### src/rtl/trap_controller.sv
// trap_controller
//   Vectored trap controller between commit and fetch. It accepts prioritised
//   exception requests, flushes the ROB from the faulting entry, and redirects
//   fetch to a per-cause vector through a valid/ready handshake. It records
//   MEPC/MCAUSE, returns to the saved PC on mret, and flags nested faults.
//
// Ports
//   clk              in   clock
//   reset_n          in   asynchronous active-low reset
//   exc_req          in   per-cause exception request (index 0 = highest priority)
//   exc_pc           in   PC of the faulting instruction
//   exc_rob_ptr      in   ROB index of the faulting instruction
//   mret             in   one-cycle handler return pulse
//   redirect_ready   in   fetch accepts the redirect
//   recover          out  one-cycle ROB flush pulse
//   recover_rob_ptr  out  flush from this ROB entry (inclusive)
//   redirect_valid   out  redirect request to fetch
//   redirect_pc      out  redirect target (0 when not valid)
//   mepc             out  saved faulting PC
//   mcause           out  saved cause
//   trap_active      out  high whenever not IDLE
//   double_fault     out  sticky nested-exception flag
module trap_controller #(
  parameter int          NUM_CAUSES = 4,
  parameter int          CAUSE_W    = 2,
  parameter int          ROB_PTR_W  = 4,
  parameter logic [31:0] TRAP_BASE  = 32'h0000_0080,
  parameter bit          VECTORED   = 1'b1
) (
  input  logic                  clk,
  input  logic                  reset_n,
  input  logic [NUM_CAUSES-1:0] exc_req,
  input  logic [31:0]           exc_pc,
  input  logic [ROB_PTR_W-1:0]  exc_rob_ptr,
  input  logic                  mret,
  input  logic                  redirect_ready,
  output logic                  recover,
  output logic [ROB_PTR_W-1:0]  recover_rob_ptr,
  output logic                  redirect_valid,
  output logic [31:0]           redirect_pc,
  output logic [31:0]           mepc,
  output logic [CAUSE_W-1:0]    mcause,
  output logic                  trap_active,
  output logic                  double_fault
);

  typedef enum logic [2:0] {
    IDLE,
    FLUSH,
    REDIRECT,
    IN_TRAP,
    RETURN
  } state_t;

  state_t             state;
  state_t             next_state;
  logic [CAUSE_W-1:0] win_cause;
  logic               any_req;
  logic [31:0]        cause_off;
  logic [31:0]        target;
  logic               accept_exc;

  // Priority encoder: lowest set index wins.
  always_comb begin
    win_cause = '0;
    any_req   = 1'b0;
    for (int unsigned i = 0; i < unsigned'(NUM_CAUSES); i++) begin
      if (exc_req[i] && !any_req) begin
        win_cause = CAUSE_W'(i);
        any_req   = 1'b1;
      end
    end
  end

  assign accept_exc = (state == IDLE) && any_req;

  // Vector target: zero-extended cause scaled by 4, modular 32-bit add.
  always_comb begin
    cause_off                = '0;
    cause_off[CAUSE_W+1:2]   = mcause;
    target                   = VECTORED ? (TRAP_BASE + cause_off) : TRAP_BASE;
  end

  always_ff @(posedge clk or negedge reset_n) begin
    if (!reset_n) begin
      state <= IDLE;
    end else begin
      state <= next_state;
    end
  end

  always_ff @(posedge clk or negedge reset_n) begin
    if (!reset_n) begin
      mepc            <= '0;
      mcause          <= '0;
      recover_rob_ptr <= '0;
      double_fault    <= 1'b0;
    end else begin
      if (accept_exc) begin
        mepc            <= exc_pc;
        mcause          <= win_cause;
        recover_rob_ptr <= exc_rob_ptr;
      end
      // mret takes precedence over a coincident request while in the handler.
      if ((state == IN_TRAP) && any_req && !mret) begin
        double_fault <= 1'b1;
      end
    end
  end

  // Next state and state-decoded outputs; no input reaches an output.
  always_comb begin
    next_state     = state;
    recover        = 1'b0;
    redirect_valid = 1'b0;
    redirect_pc    = '0;
    trap_active    = (state != IDLE);
    unique case (state)
      IDLE: begin
        if (any_req) next_state = FLUSH;
      end
      FLUSH: begin
        recover    = 1'b1;
        next_state = REDIRECT;
      end
      REDIRECT: begin
        redirect_valid = 1'b1;
        redirect_pc    = target;
        if (redirect_ready) next_state = IN_TRAP;
      end
      IN_TRAP: begin
        if (mret) next_state = RETURN;
      end
      RETURN: begin
        redirect_valid = 1'b1;
        redirect_pc    = mepc;
        if (redirect_ready) next_state = IDLE;
      end
      default: next_state = IDLE;
    endcase
  end

endmodule

### config.mk
export PLATFORM = sky130hd
export DESIGN_NAME = trap_controller
export DESIGN_NICKNAME = d
export VERILOG_FILES = /design/src/rtl/trap_controller.sv
export SDC_FILE = /design/constraint.sdc
export NUM_CORES = 1
export LEC_CHECK = 0
export ABC_CLOCK_PERIOD_IN_PS = 1800
export CAP_MARGIN = 20
export CORE_UTILIZATION = 35
export CTS_CLUSTER_DIAMETER = 100
export DETAILED_ROUTE_END_ITERATION = 8
export GPL_TIMING_DRIVEN = 0
export PLACE_DENSITY = 0.77
export SYNTH_ARGS = -nofsm -noshare
export SYNTH_HDL_FRONTEND = slang
export SYNTH_SLANG_ARGS = --single-unit
### constraint.sdc
create_clock -name clk -period 1.8 [get_ports clk]
set_input_delay 0.18 -clock clk [delete_from_list [all_inputs] [get_ports clk]]
set_output_delay 0.18 -clock clk [all_outputs]
set_load 0.05 [all_outputs]
==> flow_summary.json, run 1 <==
{
  "maxSlewViolCount": 0,
  "worstPathCellList": "or3_4, nor2_8, bufbuf_16, mux2_4",
  "critPathMaxStageDelay_ns": 0.46,
  "netlist-cell-type-count": 26,
  "critPathLaunchType": "flop",
  "hold_class": "primary input to async pin",
  "powerDensity_mw_per_mm2": 2210,
  "syn-cell-area_mm2": 0.00209,
  "clock.fmax_ghz": 0.571,
  "hpwl_um": 4110,
  "root_buffer": "clkbuf_8",
  "period_minus_slack_ns": 1.75,
  "clkTransAtPathRegs_ns": 0.08,
  "dpl.cell_count": 345,
  "postPlaceCellArea_mm2": 0.00338,
  "rows": 27,
  "syn_inst": 155,
  "die_x_um": 79.2,
  "die_y_um": 79.2,
  "drcViolationCount": 0,
  "synth-seq-cells": 42,
  "path_max_fanout": 6,
  "hold_viol": 0,
  "diodes": 0,
  "initial_core_util_pct": 37.2,
  "num_vias": 1741,
  "syn_nets": 199,
  "finClkSkew_ns": 0.00576,
  "fin_crit_sh_pct": 97.4,
  "antenna_found_initial": 0,
  "h-tree-depth": 2,
  "coreArea_mm2": 0.00561,
  "gp_congestion": 0.732,
  "synth-seq-area-share_pct": 50.4,
  "synth_warnings": 0,
  "max_cap_violations": 0,
  "grt_pass1_wl_um": 8890,
  "total_power_mw": 7.82,
  "cpMaxStageDelayCell": "dfrtp_2",
  "area_growth_pct": 69.2,
  "cp-startpoint": "state[1]",
  "die_area_mm2": 0.00627,
  "critPathArrivalTime_ns": 1.92,
  "insertion_delay_ns": 0.28,
  "grt_max_degree": 26,
  "drt-vias-per-instance": 4.78,
  "fin_cells": 364,
  "grt_pass1_vias": 1801,
  "layout.nets": 335,
  "setup_viol": 0,
  "irDropWorstVdd_mv": 1.10,
  "ios": 118,
  "path_class": "flop to flop",
  "end_kind": "flop",
  "reg2regPathDepth": 4,
  "stdcell_area_mm2": 0.00353,
  "ant_nets": 0,
  "rsz0062_at_grt": "no",
  "firstDrtPassIters": 4,
  "worst_slack_ns": 0.0474,
  "tritoncts": "done",
  "relSlewSlack_pct": 65.2,
  "portBuffers": 117,
  "post_drt_wl_per_cell_um": 15.5,
  "r2r_start": "state[1]",
  "routed_wl_um": 5630,
  "hold_ws_ns": 0.371,
  "drive_gt1_share_pct": 36.3,
  "drt_iter0_markers": 44,
  "tightestPinTransition_ns": 0.521,
  "cts_buffers": 5,
  "overflow": 0,
  "track_usage_pct": 18.5,
  "dp_slack_ns": -0.579,
  "leakagePower_nw": 1.70,
  "synth_area_per_cell_um2": 13.5,
  "status": "finished, final reports clean",
  "cts_buffer_depth": 2,
  "crit_required_ns": 1.97,
  "cts.sinks": 42
}
## final timing paths
check / end / slack, ns
max: mepc[31] / 0.05
min: mepc[3] / 0.37
max reg2reg: mepc[31] / 0.05
min reg2reg: double_fault / 0.50
max in group asynchronous: mepc[4] / 0.94
min in group clk: mepc[8] / 0.50
## cell usage in the layout, fill, tap and decap left out
| master | instances |
|---|---|
| mux2_4 | 30 |
| o31ai_1 | 1 |
| o22ai_1 | 1 |
| a22oi_1 | 2 |
| clkbuf_8 | 6 |
| nand2_1 | 1 |
| nor3b_2 | 1 |
| dfrtp_2 | 2 |
| clkdlybuf4s50_1 | 81 |
| nor2_1 | 10 |
| clkinv_2 | 1 |
| inv_1 | 3 |
| o2bb2ai_1 | 1 |
| or3_4 | 1 |
| nand3b_1 | 1 |
| nor2_8 | 1 |
| dlygate4sd3_1 | 1 |
| clkbuf_1 | 3 |
| buf_6 | 2 |
| nor2b_1 | 1 |
| clkbuf_4 | 3 |
| nor3_1 | 2 |
| o22a_1 | 2 |
| nor4_4 | 1 |
| and3_1 | 30 |
| clkbuf_2 | 1 |
| nor2_4 | 1 |
| nor2b_2 | 2 |
| buf_4 | 37 |
| dfrtp_1 | 40 |
| mux2_2 | 3 |
| bufbuf_16 | 1 |
| buf_12 | 5 |
| a21oi_1 | 2 |
| mux2_1 | 3 |
| buf_2 | 5 |
| nand2b_1 | 1 |
| clkdlybuf4s15_2 | 3 |
## worst max-delay path: cells and delay by family, from the launching register on
kind                   cells  cell delay (ns)
buffers and inverters      1             0.29
and+or+nand+nor            2             0.58
muxes                      1             0.30
DFF                        1             0.46
## flip-flops by register name (all words and copies together) (netlist names)
name / cells
mepc: 32
recover_rob_ptr: 4
state: 3
mcause: 2
double_fault: 1
## final cells by class
type | count | area [um^2]
buffer | 10 | 106
clock buffer | 7 | 86.3
clock inverter | 1 | 5.00
fill | 478 | 2080
inverter | 3 | 11.3
multi-input combinational | 98 | 936
sequential | 42 | 1050
tap | 72 | 90.1
timing repair buffer | 131 | 1240
## cells in the mapped netlist
cell type / instances / area [um^2]
inv_1: 3 / 11.3
buf_6: 2 / 22.5
mux2_2: 3 / 33.8
nor4_4: 1 / 21.3
nor2_1: 11 / 41.3
buf_12: 3 / 60.1
a21oi_1: 2 / 10.0
a22oi_1: 2 / 15.0
o22a_1: 2 / 17.5
nor3b_1: 1 / 7.51
dfrtp_1: 42 / 1050
nand2_1: 1 / 3.75
mux2_4: 30 / 450
or3_1: 1 / 6.26
o2bb2ai_1: 1 / 8.76
mux2_1: 3 / 33.8
o31ai_1: 1 / 7.51
and3_1: 30 / 188
clkbuf_1: 6 / 22.5
nor3_1: 2 / 10.0
nand3b_1: 1 / 7.51
buf_2: 1 / 5.00
nor2b_1: 3 / 18.8
nand2b_1: 1 / 6.26
o22ai_1: 1 / 6.26
nor2_8: 1 / 20.0
## metal layers
layer,GRT usage [%],up-vias,part of all wire [%]
met1,22.5,826,42
met2,31.2,83,49
met4,6.55,0,2.0
met5,0,-,0
met3,5.06,10,7.8
li1,-,822,-
## power breakdown
group	internal [mW]	switching [mW]
Sequential	1.43	0.378
Clock	0.310	0.305
Combinational	2.31	3.08
## kinds of logic after synthesis
group	after synthesis	share of synthesized area, %
simple gates	53	15.8
flops	42	50.4
mux	36	24.8
buf+inv	15	5.82
compound gates	9	3.12
## metrics by stage
stage | setup TNS, ns | utilization (%)
floorplan | 0 | -
global placement | -41.38 | 59.9
detailed placement | -20.15 | 60.2
CTS | 0 | 62.8
global route | 0 | 62.9
finish | 0 | 62.9
## what timing repair did
action,CTS,global route
buffers inserted,9,2
gates resized for setup,208,4
pin swaps,2,1
cloned,1,0
hold buffers,1,0
endpoints found under the hold margin,17,0
setup endpoints to repair,65,34
No activity file was read; power rests on OpenSTA's default activity.
==> run 2: changes to the inputs <==
--- a/config.mk
+++ b/config.mk
@@ -11,6 +11,7 @@
 export CTS_CLUSTER_DIAMETER = 100
 export DETAILED_ROUTE_END_ITERATION = 8
 export GPL_TIMING_DRIVEN = 0
+export HOLD_SLACK_MARGIN = 0.05
 export PLACE_DENSITY = 0.77
 export SYNTH_ARGS = -nofsm -noshare
 export SYNTH_HDL_FRONTEND = slang
==> results of run 2 <==
Same layout as run 1: the final DEF is identical, and so are final timing and power.
